<file path="src/rtl/adder_share_arbiter_if.sv">
// rtl/adder_share_arbiter_if.sv - request/response bundle for the shared adder arbiter
interface adder_share_arbiter_if #(
    parameter int WIDTH = 16,
    parameter int N_REQ = 3,
    parameter int ID_W  = 2
);
    logic [N_REQ-1:0]       req_valid;
    logic [N_REQ*WIDTH-1:0] req_a;
    logic [N_REQ*WIDTH-1:0] req_b;
    logic [N_REQ-1:0]       req_sub;
    logic [N_REQ-1:0]       req_ready;
    logic                   rsp_valid;
    logic                   rsp_ready;
    logic [ID_W-1:0]        rsp_id;
    logic [WIDTH-1:0]       rsp_sum;
    logic                   rsp_carry;
    logic                   rsp_zero;

    modport master (
        output req_valid, req_a, req_b, req_sub, rsp_ready,
        input  req_ready, rsp_valid, rsp_id, rsp_sum, rsp_carry, rsp_zero
    );

    modport slave (
        input  req_valid, req_a, req_b, req_sub, rsp_ready,
        output req_ready, rsp_valid, rsp_id, rsp_sum, rsp_carry, rsp_zero
    );
endinterface

</file>
<file path="src/rtl/adder_share_arbiter.sv">
// rtl/adder_share_arbiter.sv - round-robin sharing of one adder among N_REQ requesters
module adder_share_arbiter #(
    parameter int WIDTH = 16,
    parameter int N_REQ = 3,
    parameter int ID_W  = 2
) (
    input  logic                 clk,
    input  logic                 reset,
    adder_share_arbiter_if.slave bus
);
    logic [ID_W-1:0]  ptr;
    logic [ID_W-1:0]  scan_idx;
    logic [ID_W-1:0]  win_id;
    logic             win_found;
    logic             can_accept;
    logic [WIDTH-1:0] op_a;
    logic [WIDTH-1:0] op_b;
    logic             op_sub;
    logic [WIDTH:0]   sum_ext;

    // The result slot frees in the same cycle it is consumed.
    assign can_accept = !bus.rsp_valid || bus.rsp_ready;

    always_comb begin
        win_found = 1'b0;
        win_id    = '0;
        scan_idx  = ptr;
        for (int k = 0; k < N_REQ; k++) begin
            if (!win_found && bus.req_valid[scan_idx]) begin
                win_found = 1'b1;
                win_id    = scan_idx;
            end
            scan_idx = (scan_idx == ID_W'(N_REQ - 1)) ? '0 : scan_idx + 1'b1;
        end
        if (reset || !can_accept) begin
            win_found = 1'b0;
        end
    end

    assign bus.req_ready = win_found ? (N_REQ'(1) << win_id) : '0;

    always_comb begin
        op_a   = '0;
        op_b   = '0;
        op_sub = 1'b0;
        for (int i = 0; i < N_REQ; i++) begin
            if (win_id == ID_W'(i)) begin
                op_a   = bus.req_a[i*WIDTH +: WIDTH];
                op_b   = bus.req_b[i*WIDTH +: WIDTH];
                op_sub = bus.req_sub[i];
            end
        end
    end

    // Subtract is A + ~B + 1; the injected 1 rides on the carry-in position.
    assign sum_ext = {1'b0, op_a} + {1'b0, (op_sub ? ~op_b : op_b)} + {{WIDTH{1'b0}}, op_sub};

    always_ff @(posedge clk) begin
        if (reset) begin
            ptr           <= '0;
            bus.rsp_valid <= 1'b0;
            bus.rsp_id    <= '0;
            bus.rsp_sum   <= '0;
            bus.rsp_carry <= 1'b0;
            bus.rsp_zero  <= 1'b0;
        end else if (win_found) begin
            ptr           <= (win_id == ID_W'(N_REQ - 1)) ? '0 : win_id + 1'b1;
            bus.rsp_valid <= 1'b1;
            bus.rsp_id    <= win_id;
            bus.rsp_sum   <= sum_ext[WIDTH-1:0];
            bus.rsp_carry <= op_sub ? 1'b0 : sum_ext[WIDTH];
            bus.rsp_zero  <= (sum_ext[WIDTH-1:0] == '0);
        end else if (bus.rsp_ready) begin
            bus.rsp_valid <= 1'b0;
        end
    end
endmodule

</file>
<file path="src/flat_wrapper.sv">
// flat-port wrapper written by rule: the top's interface ports become plain ports
module adder_share_arbiter_flat 
#(
    parameter int WIDTH = 16,
    parameter int N_REQ = 3,
    parameter int ID_W  = 2
)
  (clk, reset, bus_req_valid, bus_req_a, bus_req_b, bus_req_sub, bus_rsp_ready, bus_req_ready, bus_rsp_valid, bus_rsp_id, bus_rsp_sum, bus_rsp_carry, bus_rsp_zero);
  adder_share_arbiter_if #(.WIDTH(WIDTH), .N_REQ(N_REQ), .ID_W(ID_W)) bus_i ();
  input  logic clk;
  input  logic reset;
  input wire logic [$bits(bus_i.req_valid)-1:0] bus_req_valid;
  input wire logic [$bits(bus_i.req_a)-1:0] bus_req_a;
  input wire logic [$bits(bus_i.req_b)-1:0] bus_req_b;
  input wire logic [$bits(bus_i.req_sub)-1:0] bus_req_sub;
  input wire logic [$bits(bus_i.rsp_ready)-1:0] bus_rsp_ready;
  output wire logic [$bits(bus_i.req_ready)-1:0] bus_req_ready;
  output wire logic [$bits(bus_i.rsp_valid)-1:0] bus_rsp_valid;
  output wire logic [$bits(bus_i.rsp_id)-1:0] bus_rsp_id;
  output wire logic [$bits(bus_i.rsp_sum)-1:0] bus_rsp_sum;
  output wire logic [$bits(bus_i.rsp_carry)-1:0] bus_rsp_carry;
  output wire logic [$bits(bus_i.rsp_zero)-1:0] bus_rsp_zero;
  assign bus_i.req_valid = bus_req_valid;
  assign bus_i.req_a = bus_req_a;
  assign bus_i.req_b = bus_req_b;
  assign bus_i.req_sub = bus_req_sub;
  assign bus_i.rsp_ready = bus_rsp_ready;
  assign bus_req_ready = bus_i.req_ready;
  assign bus_rsp_valid = bus_i.rsp_valid;
  assign bus_rsp_id = bus_i.rsp_id;
  assign bus_rsp_sum = bus_i.rsp_sum;
  assign bus_rsp_carry = bus_i.rsp_carry;
  assign bus_rsp_zero = bus_i.rsp_zero;
  adder_share_arbiter #(.WIDTH(WIDTH), .N_REQ(N_REQ), .ID_W(ID_W)) u_core (.clk(clk), .reset(reset), .bus(bus_i));
endmodule
</file>
<file path="config.mk">
export PLATFORM = sky130hd
export DESIGN_NAME = adder_share_arbiter_flat
export DESIGN_NICKNAME = d
export VERILOG_FILES = /design/src/rtl/adder_share_arbiter_if.sv /design/src/rtl/adder_share_arbiter.sv /design/src/flat_wrapper.sv
export SDC_FILE = /design/constraint.sdc
export NUM_CORES = 1
export LEC_CHECK = 0
export CAP_MARGIN = 20
export CORE_ASPECT_RATIO = 1.2
export CORE_MARGIN = 10
export CORE_UTILIZATION = 40
export CTS_CLUSTER_SIZE = 20
export DETAILED_ROUTE_END_ITERATION = 10
export GPL_ROUTABILITY_DRIVEN = 0
export HOLD_SLACK_MARGIN = 0.1
export PLACE_DENSITY = 0.83
export SLEW_MARGIN = 20
export SYNTH_ARGS = -nofsm -noshare
export SYNTH_HDL_FRONTEND = slang
export SYNTH_SLANG_ARGS = --single-unit
</file>
<file path="constraint.sdc">
create_clock -name clk -period 4.91 [get_ports clk]
set_input_delay 0.7365 -clock clk [delete_from_list [all_inputs] [get_ports clk]]
set_output_delay 0.7365 -clock clk [all_outputs]
set_load 0.05 [all_outputs]
</file>
# Word-level counts from Yosys, hierarchy flattened
# Index checks and enable logic that the tools add are counted.
dict set report classes {
  add_sub_neg 5
  n_lt_le_gt_ge 3
  eq_ne 4
  shifts 1
  mux 30
  bitwise_logic 1
  n_reduce_logical 11
}
# cell count
set ops {}
lappend ops {{$mux W16} 7}
lappend ops {{$add A16 B16 Y17} 1}
lappend ops {{$add A17 B1 Y17} 1}
lappend ops {{$logic_not A16 Y1} 1}
lappend ops {{$not A16 Y16} 1}
lappend ops {{$mux W1} 13}
lappend ops {{$mux W2} 6}
lappend ops {{$lt A2 B3 Y1 const B} 3}
lappend ops {{$add A2 B1 Y2 const B} 3}
lappend ops {{$bmux W1 S2} 3}
lappend ops {{$eq A2 B2 Y1 const B} 3}
lappend ops {{$logic_not A1 Y1} 4}
lappend ops {{$mux W3} 1}
lappend ops {{$shl A1 B2 Y3 const A} 1}
lappend ops {{$eq A2 B1 Y1 const B} 1}
lappend ops {{$logic_and A1 B1 Y1} 2}
lappend ops {{$logic_not A2 Y1} 1}
lappend ops {{$logic_or A1 B1 Y1} 2}
lappend ops {{$reduce_bool A2 Y1} 1}
dict set report totals {
  register_bits 23
  output_inout_bits 24
}

# Longest topological paths before layout
# Gate-level depths: netlist of run 1.
dict set report logic_depth {
  word_depth 18
  ltp_mapped 20
  mapped_depth_nobuf 19
}

# Least setup slack after synthesis of run 1
# Ideal clock, no wire load.
dict set report synth_timing {
  path_kind {input to register}
  from {input port bus_req_valid[2]}
  to {register u_core.bus.rsp_zero}
  setup_ps 84
  arrival_time_ps 3946
  required_time_ps 4826
  path_slack_ps 879
  cell_stages 16
  path_buffers 1
  path_cell_list {a21oi_1 > o211a_1 > mux2_4 > mux2i_4 > buf_2 > xor2_1 > ha_1 > a21o_1 > a21oi_1 > a21oi_1 > or3_1 > a21oi_1 > xor2_1 > and4_1 > nand4b_1 > o31ai_2}
}
dict set report synth_via {
  elab_chain_cells 18
}
# item line_no
set synth_lines {}
lappend synth_lines {{from (decl)} flat_wrapper.sv:12} ;# input wire logic [$bits(bus_i.req_valid)-1:0] bus_req_valid;
lappend synth_lines {{$bmux W1 S2} adder_share_arbiter.sv:29} ;# if (!win_found && bus.req_valid[scan_idx]) begin
lappend synth_lines {{$mux W1 (implied by the code)} adder_share_arbiter.sv:29}
lappend synth_lines {{$mux W1} adder_share_arbiter.sv:29}
lappend synth_lines {{$logic_not A1 Y1} adder_share_arbiter.sv:29}
lappend synth_lines {{$logic_and A1 B1 Y1} adder_share_arbiter.sv:29}
lappend synth_lines {{$mux W1} adder_share_arbiter.sv:29}
lappend synth_lines {{$logic_not A1 Y1} adder_share_arbiter.sv:29}
lappend synth_lines {{$logic_and A1 B1 Y1} adder_share_arbiter.sv:29}
lappend synth_lines {{$mux W2} adder_share_arbiter.sv:29}
lappend synth_lines {{$logic_not A2 Y1} adder_share_arbiter.sv:47} ;# if (win_id == ID_W'(i)) begin
lappend synth_lines {{$mux W16 (3 in a row)} adder_share_arbiter.sv:47}
lappend synth_lines {{$not A16 Y16} adder_share_arbiter.sv:56} ;# assign sum_ext = {1'b0, op_a} + {1'b0, (op_sub ? ~op_b : op_b)} + {{WIDTH{1'b0}}, op_sub};
lappend synth_lines {{$mux W16} adder_share_arbiter.sv:56}
lappend synth_lines {{$add A16 B16 Y17} adder_share_arbiter.sv:56}
lappend synth_lines {{$add A17 B1 Y17} adder_share_arbiter.sv:56}
lappend synth_lines {{$logic_not A16 Y1} adder_share_arbiter.sv:72} ;# bus.rsp_zero <= (sum_ext[WIDTH-1:0] == '0);
lappend synth_lines {{to (signal assigned)} adder_share_arbiter.sv:72}
lappend synth_lines {{to (decl)} adder_share_arbiter_if.sv:26} ;# output req_ready, rsp_valid, rsp_id, rsp_sum, rsp_carry, rsp_zero
# Parallel ways exist; a longest one is shown, timed or not. The select of a mux whose other input is x is not followed.
# A chain may end at the register's enable or synchronous reset.

# Worst setup path in the final report of run 1
dict set report layout_timing {
  from {input port bus_req_valid[0]}
  to {register u_core.bus.rsp_zero}
}
# Same word-level chain as after synthesis.

==> results of run 1 <==
## flip-flops by register name (all words and copies together) (netlist names)
signal and flops:
u_core.bus.rsp_sum 16, u_core.bus.rsp_id 2, u_core.ptr 2, u_core.bus.rsp_carry 1
u_core.bus.rsp_valid 1, u_core.bus.rsp_zero 1
## cell families (layout without fill, tap and decap cells)
logic type	count (synthesis)	in the layout	synth area share, %
buffers and inverters	21	145	3.39
xor gates and xnor gates	29	29	10.6
muxes	15	15	7.25
and+or+nand+nor	104	104	22.7
DFF	23	23	19.2
adders and majority gates	16	16	8.66
AOI/OAI and AO/OA	105	105	28.2
## cell usage after synthesis (2+ instances only)
cell / n / area (sq um)
nand3_1: 2 / 10.0
inv_1: 4 / 15.0
nor2b_1: 5 / 31.3
nand2_1: 38 / 143
o31ai_2: 3 / 37.5
xnor2_1: 7 / 61.3
a21o_1: 6 / 45.0
a21oi_1: 29 / 145
clkbuf_1: 12 / 45.0
nand3b_1: 17 / 128
xor2_1: 22 / 193
o211a_1: 2 / 20.0
or3_1: 2 / 12.5
dfxtp_1: 23 / 460
nand2b_1: 4 / 25.0
mux2i_1: 11 / 110
a22o_1: 15 / 131
o21bai_1: 3 / 22.5
nor2_1: 14 / 52.6
and3_1: 2 / 12.5
ha_1: 15 / 188
buf_1: 3 / 11.3
mux2_4: 2 / 30.0
o21ai_1: 7 / 35.0
buf_2: 2 / 10.0
a22oi_1: 5 / 37.5
nor3_1: 9 / 45.0
o21ai_0: 26 / 130
## worst max-delay path: stages
cell	delay, ps
clkdlybuf4s50_1	540
nor2b_1	160
o21bai_1	120
and2_0	200
buf_4	180
a22o_1	230
a21oi_1	140
xor2_1	170
ha_1	300
a21o_1	180
a21oi_1	230
a21oi_1	120
or3_1	350
a21oi_1	180
xor2_1	210
and4_1	220
nand4b_1	110
o31ai_2	170
## per-layer routing
metal  part of all wire, %  track usage (%)
met5                     0                0
met4                   1.9             4.67
met3                   6.4             4.15
met2                    53             30.5
met1                    38             16.7
## power groups by stage
stage / logic, mW / clock network (mW) / registers, mW
floorplan: 0.456 / 0 / 0.450
global placement: 0.923 / 0 / 0.270
detailed placement: 0.939 / 0 / 0.273
CTS: 0.941 / 0.118 / 0.269
global route: 1.03 / 0.123 / 0.274
finish: 0.938 / 0.115 / 0.268
## area by class of cell
class / instances / area, sq um
clock buffers: 3 / 41.3
clock inverters: 1 / 5.00
fillers: 511 / 1900
inverters: 4 / 15.0
multi-input cells: 269 / 1860
flip-flops and latches: 23 / 460
well taps: 80 / 100
repair buffers: 137 / 1360
## path summary, 6_finish.rpt
path | slack, ps | cells after the start | startpoint | endpoint
max | 530 | 18 | bus_req_valid[0] | u_core.bus.rsp_zero
min | 460 | 2 | u_core.bus.rsp_id[0] | u_core.bus.rsp_id[0]
max reg2reg | 1110 | 15 | u_core.ptr[1] | u_core.bus.rsp_zero
min reg2reg | 460 | 2 | u_core.bus.rsp_id[0] | u_core.bus.rsp_id[0]
## metrics by stage
stage | util [%] | cell area, sq um | power (mW) | cells
floorplan | - | 2400 | 0.905 | 313
global placement | 66.0 | 3790 | 1.19 | 513
detailed placement | 66.0 | 3790 | 1.21 | 513
CTS | 66.8 | 3840 | 1.33 | 517
global route | 66.8 | 3840 | 1.42 | 517
finish | 66.8 | 3840 | 1.32 | 517
## placed cells by master, fill, tap and decap left out, types with 8 or more instances in the layout
cell type	synthesis	routed
a22o_1	15	15
nand3b_1	17	17
clkdlybuf4s50_1	0	128
dfxtp_1	23	23
ha_1	15	15
xor2_1	22	22
nor2_1	14	14
nand2_1	38	38
mux2i_1	11	11
o21ai_0	26	26
nor3_1	9	9
a21oi_1	29	29
buf_4	0	8
==> results.yml, run 1 <==
power:
  max-vdd-ir-drop_uv: 204
  p_clk_share_pct: 8.7
  combPwrFrac_pct: 71.0
  p_seq_share_pct: 20.3
  p_int_uw: 692
  powerDensity_mw_per_mm2: 344
  p_sw_share_pct: 47.6
  net-switching-power_uw: 629
  power.leakage_nw: 1.60
clock_tree:
  cts_tree: "built"
  cts_root_buf: "clkbuf_8"
  clkLatencyLatePin_ps: 260
  cts_setup_buffers: 0
  cts_buffers: 3
  cts.clk_slew.worst_paths_ps: 80
  htree_levels: 1
  ctsResizeCount: 0
  cts_buffer_depth: 2
  cts.hold.buffers_added: 0
  clkSinkCount: 23
floorplan:
  initial_core_util_pct: 41.7
  core_area_sq_mm: 0.00574
  fp.dieArea_sq_mm: 0.00950
  die_x_um: 90.7
  io_pins: 129
  dieHeight_um: 105
  rows: 30
logic_synthesis:
  syn_inst: 313
  async_reset_ff_share_pct: 0
  synth_edf_count: 0
  ys.flop_type: "dfxtp_1"
  seq_area_frac_synth_pct: 19.2
  postSynthAreaPerCell_sq_um: 7.66
  syn_area_sq_mm: 0.00240
  synthDistinctLibCells: 51
  syn_nets: 434
  ys_ff_latch: 23
  ys_warn_count: 0
finish:
  drive_above_1_share_pct: 5.49
  final_nets: 559
  area_growth_syn_to_layout_pct: 60.1
  num_antenna_cells: 0
sta:
  finalCriticalPeriod_ps: 4380
  fin_crit_sh_pct: 89.2
  finalClockSkew_ps: 1.96
  final-setup-viol-count: 0
  rsz0062_at_grt: "no"
  fmax_mhz: 228
  setup_slack_ps: 531
  worstMarginPinSlew_ps: 551
  finalSetupTns_ps: 0
  hold_viol_final: 0
  timing.hold.ws_ps: 464
  slew_viol_final: 0
  relSlewSlack_pct: 63.2
placed_design:
  hpwl_mm: 6.95
  port_buffers: 128
  dp_slack_ps: 257
grt:
  grt_max_degree: 48
  grtUsageTotal_pct: 16.1
  antenna_found_initial: 0
  grt_pass1_wl_mm: 13.1
  overflow: 0
  grt_pass1_vias: 2820
route:
  drc: 0
  dr.first_iter.drc_count: 71
  vias: 2685
  drt-pass1-iter-count: 4
  via_per_inst: 5.19
  wl_per_cell_um: 15.3
  antenna_left: 0
  routed_wirelength_mm: 7.93
critical_path:
  crit_fanout: 10
  end_kind: "flop"
  crit_type: "in -> reg"
  required_ps: 5100
  worstPathArrival_ps: 4570
  critPathLaunchType: "input pin"
hold_path:
  hp-class: "reg -> reg"
job:
  maxCapViolations: 0
run_status:
  outcome: "completed"
(Power assumes the default switching activity.)
==> run 2: changes to the inputs <==
- CTS_BUF_LIST: not set -> sky130_fd_sc_hd__clkbuf_8
==> results of run 2 <==
The final DEF is identical to that of run 1; final timing and power are the same.
==> run 3: changes to the inputs <==
- CAP_MARGIN: 20 -> not set
==> results of run 3 <==
The final DEF is identical to that of run 1; final timing and power are the same.
==> RTL change (flow settings as in run 2) <==
`ID_W` is set to 2 in 3 places; all go to 4.
--- a/src/rtl/adder_share_arbiter_if.sv
+++ b/src/rtl/adder_share_arbiter_if.sv
@@ -2,7 +2,7 @@
 interface adder_share_arbiter_if #(
     parameter int WIDTH = 16,
     parameter int N_REQ = 3,
-    parameter int ID_W  = 2
+    parameter int ID_W  = 4
 );
     logic [N_REQ-1:0]       req_valid;
     logic [N_REQ*WIDTH-1:0] req_a;
--- a/src/rtl/adder_share_arbiter.sv
+++ b/src/rtl/adder_share_arbiter.sv
@@ -2,7 +2,7 @@
 module adder_share_arbiter #(
     parameter int WIDTH = 16,
     parameter int N_REQ = 3,
-    parameter int ID_W  = 2
+    parameter int ID_W  = 4
 ) (
     input  logic                 clk,
     input  logic                 reset,
--- a/src/flat_wrapper.sv
+++ b/src/flat_wrapper.sv
@@ -3,7 +3,7 @@
 #(
     parameter int WIDTH = 16,
     parameter int N_REQ = 3,
-    parameter int ID_W  = 2
+    parameter int ID_W  = 4
 )
   (clk, reset, bus_req_valid, bus_req_a, bus_req_b, bus_req_sub, bus_rsp_ready, bus_req_ready, bus_rsp_valid, bus_rsp_id, bus_rsp_sum, bus_rsp_carry, bus_rsp_zero);
   adder_share_arbiter_if #(.WIDTH(WIDTH), .N_REQ(N_REQ), .ID_W(ID_W)) bus_i ();
Interface: changed (resized bus_rsp_id); port bits go from 129 to 131. The function was not compared with the original's and may differ.
==> RTL change against run 2 <==
The flow now finishes with violations (setup timing). Sequential share of layout area fell by 2.2 points. Final area rose by 45%. Maximum frequency fell by 24%. Worst setup slack got worse by 1.4 ns. Register-to-register slack got worse by 1.9 ns. Area after synthesis rose by 20%. Wire length rose by 74%. Sequential cell count rose by 4.
Power is not shown: default switching activity piles up to over one toggle a cycle in this logic, so the estimate is an artifact.
==> RTL change: results (changes against run 2) <==
Parameter                              Value

Clocking
  Post-CTS Setup Repair Bufs    8 (+8)
  Count of cells resized by post-cts repair    22 (+22)
  Clock transition at the registers of the reported paths    0.10 ns (+0.02 ns)
  Clock latency on the worst-skew pair    0.29 ns (+0.03 ns)

Hold path
  Beginning of the worst hold path    u_core.bus.rsp_id[2]
  Hold EP    u_core.bus.rsp_id[2]

Synthesis
  Gate Count Post-Synth    353 (+13%)
  Synthesis-stage register bit count    27 (+17%)
  Fraction of the yosys area taken by sequential cells    18.7% (-0.46 points)

Worst setup path
  Worst path max stage delay    0.40 ns (-0.14 ns)
  Crit path capture    u_core.bus.rsp_sum[15]
  Crit Path Max Fanout    7 (-3)
  Reg-to-Reg Start    u_core.ptr[0]
  Logic depth of the worst register-to-register path    27 (+12)

Placement
  Count of input and output buffers    130 (+1.6%)
  Placement-stage worst setup slack    -0.789 ns (-1.05 ns)
  Placed Area    5120 um^2 (+35%)
  Placed insts    649 (+27%)
  HPWL reported at the end of detailed placement    9840 um (+42%)

Route
  Count of TritonRoute iterations in the first routing pass    6 (+2)
  Detailed-route via count    4030 (+50%)
  Routed wire length on met3    1230 um (+140%)
  Detailed-routing wirelength on met1    4650 um (+53%)
  Wirelength per Cell    20.7 um (+35%)
  Number of DRC markers after the initial detailed-route iteration    398 (+460%)

Timing
  Setup slack after layout    -0.821 ns (-1.35 ns)
  Summed negative setup slack over all endpoints    -4.83 ns (-4.83 ns)
  Setup Skew    0.0144 ns (+0.0124 ns)
  Count of endpoints failing setup in the final report    12 (+12)

Global routing
  Maximum number of pins on one net before global-route repair    36 (-25%)
  Met3 track utilization from global routing    4.99% (+0.84 points)
  Met1 routing resource usage after global routing    19.7% (+3.0 points)
  Overall fraction of global-route tracks in use    20.3% (+4.2 points)
  Global-route met2 utilization    39.2% (+8.7 points)

Final layout
  Proportion of final cell area spent on non-clock buffers    40.6% (+5.2 points)
  Signal inverters    29 (+25)
  Clock network area share    0.878% (-0.33 points)
  Final layout net count    708 (+27%)
  Share of layout cells above drive strength 1    33.3% (+28 points)
  Biggest regs    u_core.bus.rsp_sum (16), u_core.bus.rsp_id (4), u_core.ptr (4)
  Count of filler cells inserted in the layout    410 (-20%)
  Buffers, non-clock    248 (+81%)
  Area growth from synthesis to layout    92.7%
  Multi-input combinational cell count    274 (+1.9%)

Status
  Run status    finished with violations
  Violations in the final reports    setup timing

Floorplanning
  Core region area    6940 um^2 (+21%)
## RTL change: cell types whose count changed after synthesis, moves of 6 or more
cell	run 2	this run
sky130_fd_sc_hd__inv_1	4	29
sky130_fd_sc_hd__mux2i_1	11	1
sky130_fd_sc_hd__a21oi_1	29	13
sky130_fd_sc_hd__a22o_1	15	0
sky130_fd_sc_hd__o21ai_1	7	0
sky130_fd_sc_hd__a21o_1	6	12
sky130_fd_sc_hd__a222oi_1	0	30
sky130_fd_sc_hd__nand2_1	38	14
sky130_fd_sc_hd__xor2_1	22	6
sky130_fd_sc_hd__nand3_1	2	11
sky130_fd_sc_hd__xnor2_1	7	27
## RTL change: cells by family (layout without fill, tap and decap cells)
group,after synthesis,count (layout),synth area share (%)
compound gates,122,122,33.9
xor+xnor,33,33,10.0
fa+ha+maj,20,20,8.94
mux,6,6,2.39
flops,27,27,18.7
simple gates,93,93,18.9
buf+inv,52,281,7.11
